$ cat config.mk
export PLATFORM = sky130hd
export DESIGN_NAME = alu_share_arbiter
export DESIGN_NICKNAME = d
export VERILOG_FILES = /design/src/rtl/alu_arb_pkg.sv /design/src/rtl/rr_arbiter.sv /design/src/rtl/alu_share_arbiter.sv
export SDC_FILE = /design/constraint.sdc
export NUM_CORES = 1
export LEC_CHECK = 0
export ABC_CLOCK_PERIOD_IN_PS = 1900
export CORE_AREA = 5 5 145 147
export DETAILED_ROUTE_END_ITERATION = 7
export DIE_AREA = 0 0 150 152
export GPL_TIMING_DRIVEN = 0
export HOLD_SLACK_MARGIN = 0.08
export PLACE_DENSITY = 0.84
export SYNTH_ARGS = -nofsm -noshare
export SYNTH_HDL_FRONTEND = slang
export SYNTH_SLANG_ARGS = --single-unit
$ cat constraint.sdc
create_clock -name clk -period 1.9 [get_ports clk]
set_input_delay 0.38 -clock clk [delete_from_list [all_inputs] [get_ports clk]]
set_output_delay 0.38 -clock clk [all_outputs]
set_load 0.01 [all_outputs]
$ cat src/rtl/alu_arb_pkg.sv
// Shared definitions for the ALU share arbiter: opcodes, FSM state encoding, opcode legality.
// Latency: n/a (package only).
// Backpressure: n/a.
package alu_arb_pkg;

   localparam logic [3:0] OP_AND = 4'b0000;
   localparam logic [3:0] OP_OR  = 4'b0001;
   localparam logic [3:0] OP_ADD = 4'b0010;
   localparam logic [3:0] OP_SUB = 4'b0110;
   localparam logic [3:0] OP_SLT = 4'b0111;
   localparam logic [3:0] OP_NOR = 4'b1100;

   localparam logic [1:0] ST_IDLE = 2'd0;
   localparam logic [1:0] ST_EXEC = 2'd1;
   localparam logic [1:0] ST_RESP = 2'd2;

   // True for the opcodes the ALU actually implements.
   function automatic logic op_is_legal(input logic [3:0] op);
      case (op)
         OP_AND, OP_OR, OP_ADD, OP_SUB, OP_SLT, OP_NOR: return 1'b1;
         default:                                      return 1'b0;
      endcase
   endfunction

endpackage

$ cat src/rtl/rr_arbiter.sv
// Round-robin pick: first asserted request at or after ptr, wrapping past NUM_REQ-1.
// Latency: purely combinational.
// Backpressure: none; caller decides when the grant is used.
module rr_arbiter #(
   parameter int NUM_REQ = 2
) (
   input  logic [NUM_REQ-1:0]         req,
   input  logic [$clog2(NUM_REQ)-1:0] ptr,
   output logic [NUM_REQ-1:0]         grant,
   output logic [$clog2(NUM_REQ)-1:0] idx,
   output logic                       any
);

   localparam int IDX_W = $clog2(NUM_REQ);

   logic [IDX_W:0]   sum;
   logic [IDX_W-1:0] cand;

   // Scan candidates in priority order starting from ptr; the first valid one wins.
   always_comb begin
      grant = '0;
      idx   = '0;
      any   = 1'b0;
      sum   = '0;
      cand  = '0;
      for (int k = 0; k < NUM_REQ; k++) begin
         sum = {1'b0, ptr} + (IDX_W+1)'(k);
         if (sum >= (IDX_W+1)'(NUM_REQ)) begin
            sum = sum - (IDX_W+1)'(NUM_REQ);
         end
         cand = sum[IDX_W-1:0];
         if (!any && req[cand]) begin
            grant[cand] = 1'b1;
            idx         = cand;
            any         = 1'b1;
         end
      end
   end

endmodule

$ cat src/rtl/alu_share_arbiter.sv
// Shares one ALU among NUM_REQ requesters; round-robin accept, one settle cycle, tagged response.
// Latency: accept at edge N -> rsp_valid from cycle N+2 (N+1 for a rejected opcode); 1 op per 3 cycles peak.
// Backpressure: rsp_ready low holds the response stable; no new request is accepted until it drains.
// Optional opcode check enabled by defining ALU_ARB_OPCHK_EN.
module alu_share_arbiter
   import alu_arb_pkg::*;
#(
   parameter int NUM_REQ = 2,
   parameter int DATA_W  = 32,
   parameter int OP_W    = 4
) (
   input  logic                       clk,
   input  logic                       rst,
   input  logic [NUM_REQ-1:0]         req_valid,
   output logic [NUM_REQ-1:0]         req_ready,
   input  logic [NUM_REQ*OP_W-1:0]    req_op,
   input  logic [NUM_REQ*DATA_W-1:0]  req_data1,
   input  logic [NUM_REQ*DATA_W-1:0]  req_data2reg,
   input  logic [NUM_REQ*DATA_W-1:0]  req_data2ext,
   input  logic [NUM_REQ-1:0]         req_mux,
   output logic [OP_W-1:0]            alu_op,
   output logic [DATA_W-1:0]          alu_data1,
   output logic [DATA_W-1:0]          alu_data2reg,
   output logic [DATA_W-1:0]          alu_data2ext,
   output logic                       alu_mux,
   input  logic [DATA_W-1:0]          alu_result,
   input  logic                       alu_zero,
   output logic                       rsp_valid,
   input  logic                       rsp_ready,
   output logic [$clog2(NUM_REQ)-1:0] rsp_id,
   output logic [DATA_W-1:0]          rsp_result,
   output logic                       rsp_zero,
   output logic                       rsp_err
);

   localparam int IDX_W = $clog2(NUM_REQ);

   logic [1:0]         state;
   logic [IDX_W-1:0]   rr_ptr;
   logic [IDX_W-1:0]   id_q;
   logic [NUM_REQ-1:0] grant;
   logic [IDX_W-1:0]   win_idx;
   logic               any_req;
   logic [OP_W-1:0]    win_op;
   logic               win_illegal;

   rr_arbiter #(.NUM_REQ(NUM_REQ)) u_rr (
      .req   (req_valid),
      .ptr   (rr_ptr),
      .grant (grant),
      .idx   (win_idx),
      .any   (any_req)
   );

   assign win_op    = req_op[win_idx*OP_W +: OP_W];
   assign req_ready = (state == ST_IDLE) ? grant : '0;
   assign rsp_valid = (state == ST_RESP);
   assign rsp_id    = id_q;

`ifdef ALU_ARB_OPCHK_EN
   logic err_q;

   assign win_illegal = !op_is_legal(win_op);
   assign rsp_err     = err_q;

   // Error flag is decided at accept and held until the next accept.
   always_ff @(posedge clk) begin
      if (rst) begin
         err_q <= 1'b0;
      end else if (state == ST_IDLE && any_req) begin
         err_q <= win_illegal;
      end
   end
`else
   assign win_illegal = 1'b0;
   assign rsp_err     = 1'b0;
`endif

   // Accept/execute/respond sequencing, operand latching and result capture.
   always_ff @(posedge clk) begin
      if (rst) begin
         state        <= ST_IDLE;
         rr_ptr       <= '0;
         id_q         <= '0;
         alu_op       <= '0;
         alu_data1    <= '0;
         alu_data2reg <= '0;
         alu_data2ext <= '0;
         alu_mux      <= 1'b0;
         rsp_result   <= '0;
         rsp_zero     <= 1'b0;
      end else begin
         case (state)
            ST_IDLE: begin
               if (any_req) begin
                  id_q <= win_idx;
                  if (win_illegal) begin
                     // Rejected op never reaches the ALU; answer straight away with zeros.
                     rsp_result <= '0;
                     rsp_zero   <= 1'b0;
                     state      <= ST_RESP;
                  end else begin
                     alu_op       <= win_op;
                     alu_data1    <= req_data1[win_idx*DATA_W +: DATA_W];
                     alu_data2reg <= req_data2reg[win_idx*DATA_W +: DATA_W];
                     alu_data2ext <= req_data2ext[win_idx*DATA_W +: DATA_W];
                     alu_mux      <= req_mux[win_idx];
                     state        <= ST_EXEC;
                  end
               end
            end
            ST_EXEC: begin
               rsp_result <= alu_result;
               rsp_zero   <= alu_zero;
               state      <= ST_RESP;
            end
            ST_RESP: begin
               if (rsp_ready) begin
                  state  <= ST_IDLE;
                  rr_ptr <= (id_q == IDX_W'(NUM_REQ-1)) ? '0 : id_q + 1'b1;
               end
            end
            default: state <= ST_IDLE;
         endcase
      end
   end

endmodule

==> results.md, run 1 <==
* Gate Count Post-Synth at 767
* DP Worst Slack at -1.268 ns
* Chip height at 152 µm
* DR vias/cell at 5.436
* Post-synthesis mux area share at 0.001498
* F_max at 547.8 MHz
* Worst-Margin Slew at 0.8076 ns
* Floorplan core area at 0.01978 mm²
* DR top layer: met4
* FF-to-FF End: alu_data2ext[25]
* Largest stage delay on the critical path at 0.39 ns
* CP max stage cell: clkbuf_1
* DRT antenna net count at 0
* WL/cell at 20.02 µm
* Number of enable flip-flop cells after synthesis at 0
* CP bufs+invs at 3
* Area fraction in compound gates after synthesis at 0.3858
* WHS Path Cells at 2
* XOR/XNOR share of the synthesized area at 0
* Synth Cell Area at 0.006680 mm²
* Placed Cells at 1412
* Flops & latches, synth at 138
* RSZ-0062 raised after global routing: false
* WL final at 28970 µm
* Drt drc at 0
* Filler cell count at 1754
* Vias in the first global route at 7898
* CTS tree: built
* Die width at 150 µm
* Flop2flop setup slack at 0.09 ns
* Most numerous cell in the Yosys netlist: dfxtp_1
* Slew Limit Fails at 0
* VDD IR max at 0.5181 mV
* Static leakage at 3.867 nW
* Mean Syn Cell Area at 8.709 µm²
* Layout area overhead at 71.68%
* Min-delay src: rsp_result[25]
* Routed via count at 7866
* Startpoint types: input pin
* Hold Path Sink: rsp_result[25]
* CTS Buf Count at 17
* Synth area leaders: dfxtp_1, a311oi_2, a21oi_1, nand3_1, o21ai_0
* Max-Cap Viols at 0
* CTS Buffer Depth at 2
* Critical path's top delay family: buffers and inverters
* Period utilization at 0.9608
* Type of destination of the critical path: register
* Cts hold-fix bufs at 0
* H-Tree Depth at 4
* Sequential area share after synthesis at 0.4136
* Crit path time final at 1.825 ns
* Clock slew at reported path FFs at 0.06 ns
* FF-to-FF Start: rr_ptr
* Met1 WL at 10740 µm
* Final Hold Violating Endpoints at 0
* Global route overflow at 0
* Area share of and/or/nand/nor cells after synthesis at 0.1255
* Placed instance area at 0.01077 mm²
* Initial antenna violation count at 1
* Asr flop ratio synth at 0
* Tightest Hold Check Type: reg2reg
* Cell area power density at 854.1 mW/mm²
* Ys flop type: dfxtp_1
* Adder-cell share of the synthesized area at 0
* Status: finished, final reports clean
* Worst EP required at 2.22 ns
* Top-area cell type share of the netlist area at 0.4136
* Post-synth net total at 1007
* Post-synth cell types at 24
* First-pass GRT wire length at 42950 µm
* Routability cong. at 0.8918
* Rel. slew slack at 0.4616
* Root Buffer: clkbuf_16
* WL met3 at 3068 µm
* Critical path cell sequence: dlygate4sd2_1 > nor2b_1 > buf_2 > clkbuf_1 > o21ai_0 > a311oi_2
* Clock skew at 0.01323 ns
* Initial core utilization at 0.3377
* Clk_lat worst skew at 0.41 ns
* Die Area at 0.02280 mm²
* Yosys warning count at 0
* Share of cells above drive strength 1 at 0.1318
* Drt initial violations at 503
* Final Setup Violations at 0
* Synth top cells by count: dfxtp_1, a21oi_1, nand3_1
* # IOs at 379
* CP arrival at 2.14 ns
* TNS Setup at 0 ns
* DRT Pass-1 Iters at 5
* Non-Filler Instances at 1447
* Pin count of the biggest net entering global routing at 17
* Final Instance Area at 0.01147 mm²
* Crit Path Class: in2reg
* Final worst slack at 0.07451 ns
* Largest family of logic cells by synthesized area: compound AO/OA/AOI/OAI gates
* # nets final at 1404
* DP HPWL at 21910 µm
* Fin Hold WS at 0.4533 ns
* Row Count at 52
* Critical path peak fanout at 10
* Clock Sinks at 138
* Cell taking the most area after synthesis: dfxtp_1
* Met2 routed WL at 14080 µm
* Tot GR Track Use at 0.2367
* IO buf count at 375
* R2R depth at 5
metal layers:
layer,up-vias,track usage
met2,444,0.4092
met5,-,0
li1,3668,-
met3,64,0.07834
met1,3690,0.2661
met4,0,0.09586
stage by stage:
| step | utilization | total power (W) |
|---|---|---|
| global route | 0.5798 | 0.01020 |
| finish | 0.5798 | 0.009795 |
| detailed placement | 0.5446 | 0.006251 |
| CTS | 0.5789 | 0.009841 |
| floorplan | - | 0.004734 |
| global placement | 0.5446 | 0.006205 |
flip-flops by register name (all words and copies together) (netlist names):
signal,count
state,2
rr_ptr,1
alu_data2ext,32
alu_data1,32
rsp_id,1
alu_data2reg,32
rsp_result,32
rsp_zero,1
alu_mux,1
alu_op,4
cells in the final DEF (no fill, tap or decap), types with 3 or more instances in the layout:
cell             instances
a21oi_1                137
bufinv_16                4
clkbuf_2                 7
buf_2                   15
clkdlybuf4s50_1        371
a311oi_2                79
dfxtp_1                136
inv_6                    3
buf_4                    4
o21ai_0                101
a311oi_1                22
clkbuf_16               17
clkinv_4                 4
nor2b_1                  4
buf_6                   11
nand3_1                101
nand2_1                 67
clkbuf_1                69
layout make-up:
class	instances	area, µm²	share of cell area
Clock inverter	12	188.9	0.01647
Clock buffer	19	432.9	0.03775
Timing Repair Buffer	378	3770	0.3287
Sequential cell	138	2765	0.2411
Antenna cell	1	2.502	0.0002182
Inverter	3	11.26	0.0009819
Buffer	103	513.0	0.04473
Multi-Input combinational cell	523	3447	0.3006
Tap cell	270	337.8	0.02946
cells by family after synthesis:
group	count (synthesis)
compound gates	340
buf+inv	106
flops	138
mux	1
other cells	1
simple gates	181
where the power goes:
part / switching [W] / total [W] / leakage [nW] / internal [W]
Clock: 0.00135 / 0.00356 / 0.299 / 0.00221
Sequential: 0.000181 / 0.00340 / 1.14 / 0.00322
Combinational: 0.00136 / 0.00284 / 2.43 / 0.00148
how the worst max path moves through the flow:
stage / start / end / cells past startpoint
floorplan: rr_ptr / req_ready[1] / 5
global placement: req_valid[0] / req_ready[1] / 7
detailed placement: req_valid[0] / req_ready[1] / 7
CTS: rr_ptr / req_ready[1] / 6
global route: rr_ptr / alu_data1[28] / 6
finish: req_valid[0] / alu_data2ext[25] / 6
worst min-delay path, delay by kind of cell (launching register included):
family           cells  cell delay (ns)
AO/OA/AOI/OAI        1             0.05
flip-flops           1             0.31
AND/OR/NAND/NOR      1             0.05
repair_timing:
item                       in CTS  in global routing
setup endpoints to repair      75                 52
gates resized for setup        28                 13
pin swaps                       1                  0
buffers inserted                2                  1
No activity file was read; power rests on OpenSTA's default activity.
==> run 2, diff against run 1 <==
--- a/config.mk
+++ b/config.mk
@@ -8,8 +8,9 @@
 export ABC_CLOCK_PERIOD_IN_PS = 1900
-export CORE_AREA = 5 5 145 147
+export CAP_MARGIN = 15
+export CORE_AREA = 2 2 147 149
 export DETAILED_ROUTE_END_ITERATION = 7
-export DIE_AREA = 0 0 150 152
+export DIE_AREA = 0 0 149 151
 export GPL_TIMING_DRIVEN = 0
 export HOLD_SLACK_MARGIN = 0.08
-export PLACE_DENSITY = 0.84
+export PLACE_DENSITY = 0.8
 export SYNTH_ARGS = -nofsm -noshare
--- a/constraint.sdc
+++ b/constraint.sdc
@@ -3,2 +3,2 @@
 set_output_delay 0.38 -clock clk [all_outputs]
-set_load 0.01 [all_outputs]
+set_load 0.005 [all_outputs]
==> run 2 against run 1 <==
Against the previous run:
- sequential share of layout area about the same
- register-to-register slack barely moved
- count of clock-buffer cells in the layout decreased by 1
- worst hold slack got worse by 0.0066 ns
- worst setup slack better by 0.0014 ns
- die area decreased by 1.3%
- sequential power about the same
- largest cell class unchanged
- highest routed layer unchanged
==> results.md, run 2 (synthesis results as in run 1) <==
* Critical path peak fanout at 8 (was 10)
* Type of destination of the critical path: output pin (was register)
* Global route overflow at 0 (unchanged)
* Clk_lat worst skew at 0.41 ns (about the same)
* Layout area overhead at 71.94% (was 71.68%)
* Final Hold Violating Endpoints at 0 (unchanged)
* Slew Limit Fails at 0 (unchanged)
* Max-Cap Viols at 0 (unchanged)
* Row Count at 53 (was 52)
* Drt initial violations at 428 (was 503)
* DP HPWL at 21010 µm (was 21910 µm)
* Worst EP required at 1.52 ns (was 2.22 ns)
* Tot GR Track Use at 0.2413 (was 0.2367)
* RSZ-0062 raised after global routing: true (was false)
* Period utilization at 0.9600 (was 0.9608)
* Routability cong. at 0.9047 (was 0.8918)
* VDD IR max at 0.5029 mV (was 0.5181 mV)
* Filler cell count at 1892 (was 1754)
* # nets final at 1408 (was 1404)
* Chip height at 151 µm (was 152 µm)
* Clock slew at reported path FFs at 0.06 ns (about the same)
* Crit Path Class: reg2out (was in2reg)
* WHS Path Cells at 2 (unchanged)
* Antenna diode count at 0 (was 1)
* Worst-Margin Slew at 0.7592 ns (was 0.8076 ns)
* Share of cells above drive strength 1 at 0.1381 (was 0.1318)
* CP arrival at 1.44 ns (was 2.14 ns)
* R2R depth at 6 (was 5)
* Total power at 0.009566 W (was 0.009795 W)
* Initial antenna violation count at 0 (was 1)
* Clock skew at 0.008110 ns (was 0.01323 ns)
* Most common cell after layout, fill and taps aside: clkdlybuf4s50_1 (unchanged)
* Static leakage at 3.886 nW (was 3.867 nW)
* Vias in the first global route at 7823 (was 7898)
* First-pass GRT wire length at 42260 µm (was 42950 µm)
* H-Tree Depth at 4 (unchanged)
* DRT antenna net count at 0 (unchanged)
* WL final at 28110 µm (was 28970 µm)
* Cell area power density at 832.8 mW/mm² (was 854.1 mW/mm²)
* Final core occ at 0.5516 (was 0.5798)
* Tightest Hold Check Type: in2reg (was reg2reg)
* TNS Setup at 0 ns (unchanged)
* Die width at 149 µm (was 150 µm)
* Pin count of the biggest net entering global routing at 17 (unchanged)
* # IOs at 379 (unchanged)
* DRT Pass-1 Iters at 5 (unchanged)
* Initial core utilization at 0.3208 (was 0.3377)
* Hold Path Sink: state[0] (was rsp_result[25])
* Final Setup Violations at 0 (unchanged)
* FF-to-FF Start: rr_ptr (unchanged)
* WL/cell at 19.32 µm (was 20.02 µm)
* Routed via count at 7816 (was 7866)
* IO buf count at 375 (unchanged)
* CTS Buf Count at 17 (unchanged)
* Rel. slew slack at 0.4938 (was 0.4616)
* Die Area at 0.02250 mm² (was 0.02280 mm²)
* Flop2flop setup slack at 0.10 ns (was 0.09 ns)
* DR vias/cell at 5.372 (was 5.436)
* CTS tree: built (unchanged)
* Clock Sinks at 138 (unchanged)
* Crit path time final at 1.824 ns (was 1.825 ns)
* Startpoint types: register (was input pin)
* Drt drc at 0 (unchanged)
* F_max at 548.2 MHz (was 547.8 MHz)
* Status: finished, final reports clean (unchanged)
* Commonest non-fill, non-tap cells in the layout: clkdlybuf4s50_1, a21oi_1, dfxtp_1, o21ai_0, nand3_1 (unchanged)
* Floorplan core area at 0.02082 mm² (was 0.01978 mm²)
* Root Buffer: clkbuf_16 (unchanged)
* Min-delay src: rst (was rsp_result[25])
* CTS Buffer Depth at 2 (unchanged)
* FF-to-FF End: alu_data2ext[17] (was alu_data2ext[25])
run 2: cell types whose count changed in the layout (fill, tap and decap cells not counted), moves of 2 or more:
cell | previous run | this run
buf_4 | 4 | 8
clkbuf_1 | 69 | 67
clkinv_2 | 0 | 2
clkbuf_2 | 7 | 9
run 2: cell type report:
| cell class | instances | area, µm² | area share |
|---|---|---|---|
| Inverter | 3 | 11.26 | 0.0009804 |
| Buffer | 103 | 515.5 | 0.04488 |
| Clock inverter | 13 | 168.9 | 0.01471 |
| Clock buffer | 18 | 429.2 | 0.03736 |
| Sequential cell | 138 | 2766 | 0.2408 |
| Tap cell | 275 | 344.1 | 0.02996 |
| Timing Repair Buffer | 382 | 3800 | 0.3308 |
| Multi-Input combinational cell | 523 | 3451 | 0.3004 |
run 2: timing repair:
item,CTS,global route
pin swaps,1,0
setup endpoints to repair,67,13
buffers inserted,3,4
cloned,0,0
resized for setup,28,9
hold buffers,0,0
run 2: per-layer routing:
metal,wire length [µm],GRT usage,vias to the layer above
met3,2303,0.06837,66
met4,959,0.09286,0
met1,11030,0.2846,3689
li1,-,-,3679
met5,0,0,-
met2,13810,0.4161,382
run 2: power by group:
part           total, W  internal, W  switching (W)
clock network   0.00346      0.00208        0.00138
registers       0.00340      0.00322       0.000185
logic           0.00271      0.00149        0.00122
run 2: worst max path at each step:
stage                             from  slack, ns  depth (start not counted)          endpoint
after CTS                     state[0]       0.02                          5      req_ready[0]
after global routing            rr_ptr      -0.01                          6  alu_data2ext[19]
after detailed placement  req_valid[0]      -1.05                          7      req_ready[1]
after floorplan           req_valid[1]       0.38                          7     alu_data1[10]
final                           rr_ptr       0.08                          6      req_ready[1]
after global placement    req_valid[0]      -1.02                          7      req_ready[1]
run 2: through the flow:
step | instance area (µm²) | hold slack (ns) | worst slack, ns | std cells
after floorplan | 6680 | 0.4527 | 0.3844 | 767
after global placement | 10780 | 0.4431 | -1.024 | 1417
after detailed placement | 10780 | 0.4468 | -1.050 | 1417
after CTS | 11450 | 0.4312 | 0.02065 | 1451
after global routing | 11490 | 0.4837 | -0.009947 | 1455
final | 11490 | 0.4467 | 0.07596 | 1455
run 2: critical path: stages (launching register included):
cell,delay [ns]
dfxtp_2,0.37
nand2b_4,0.15
buf_6,0.11
buf_8,0.12
nand3_2,0.09
inv_1,0.08
buf_2,0.12
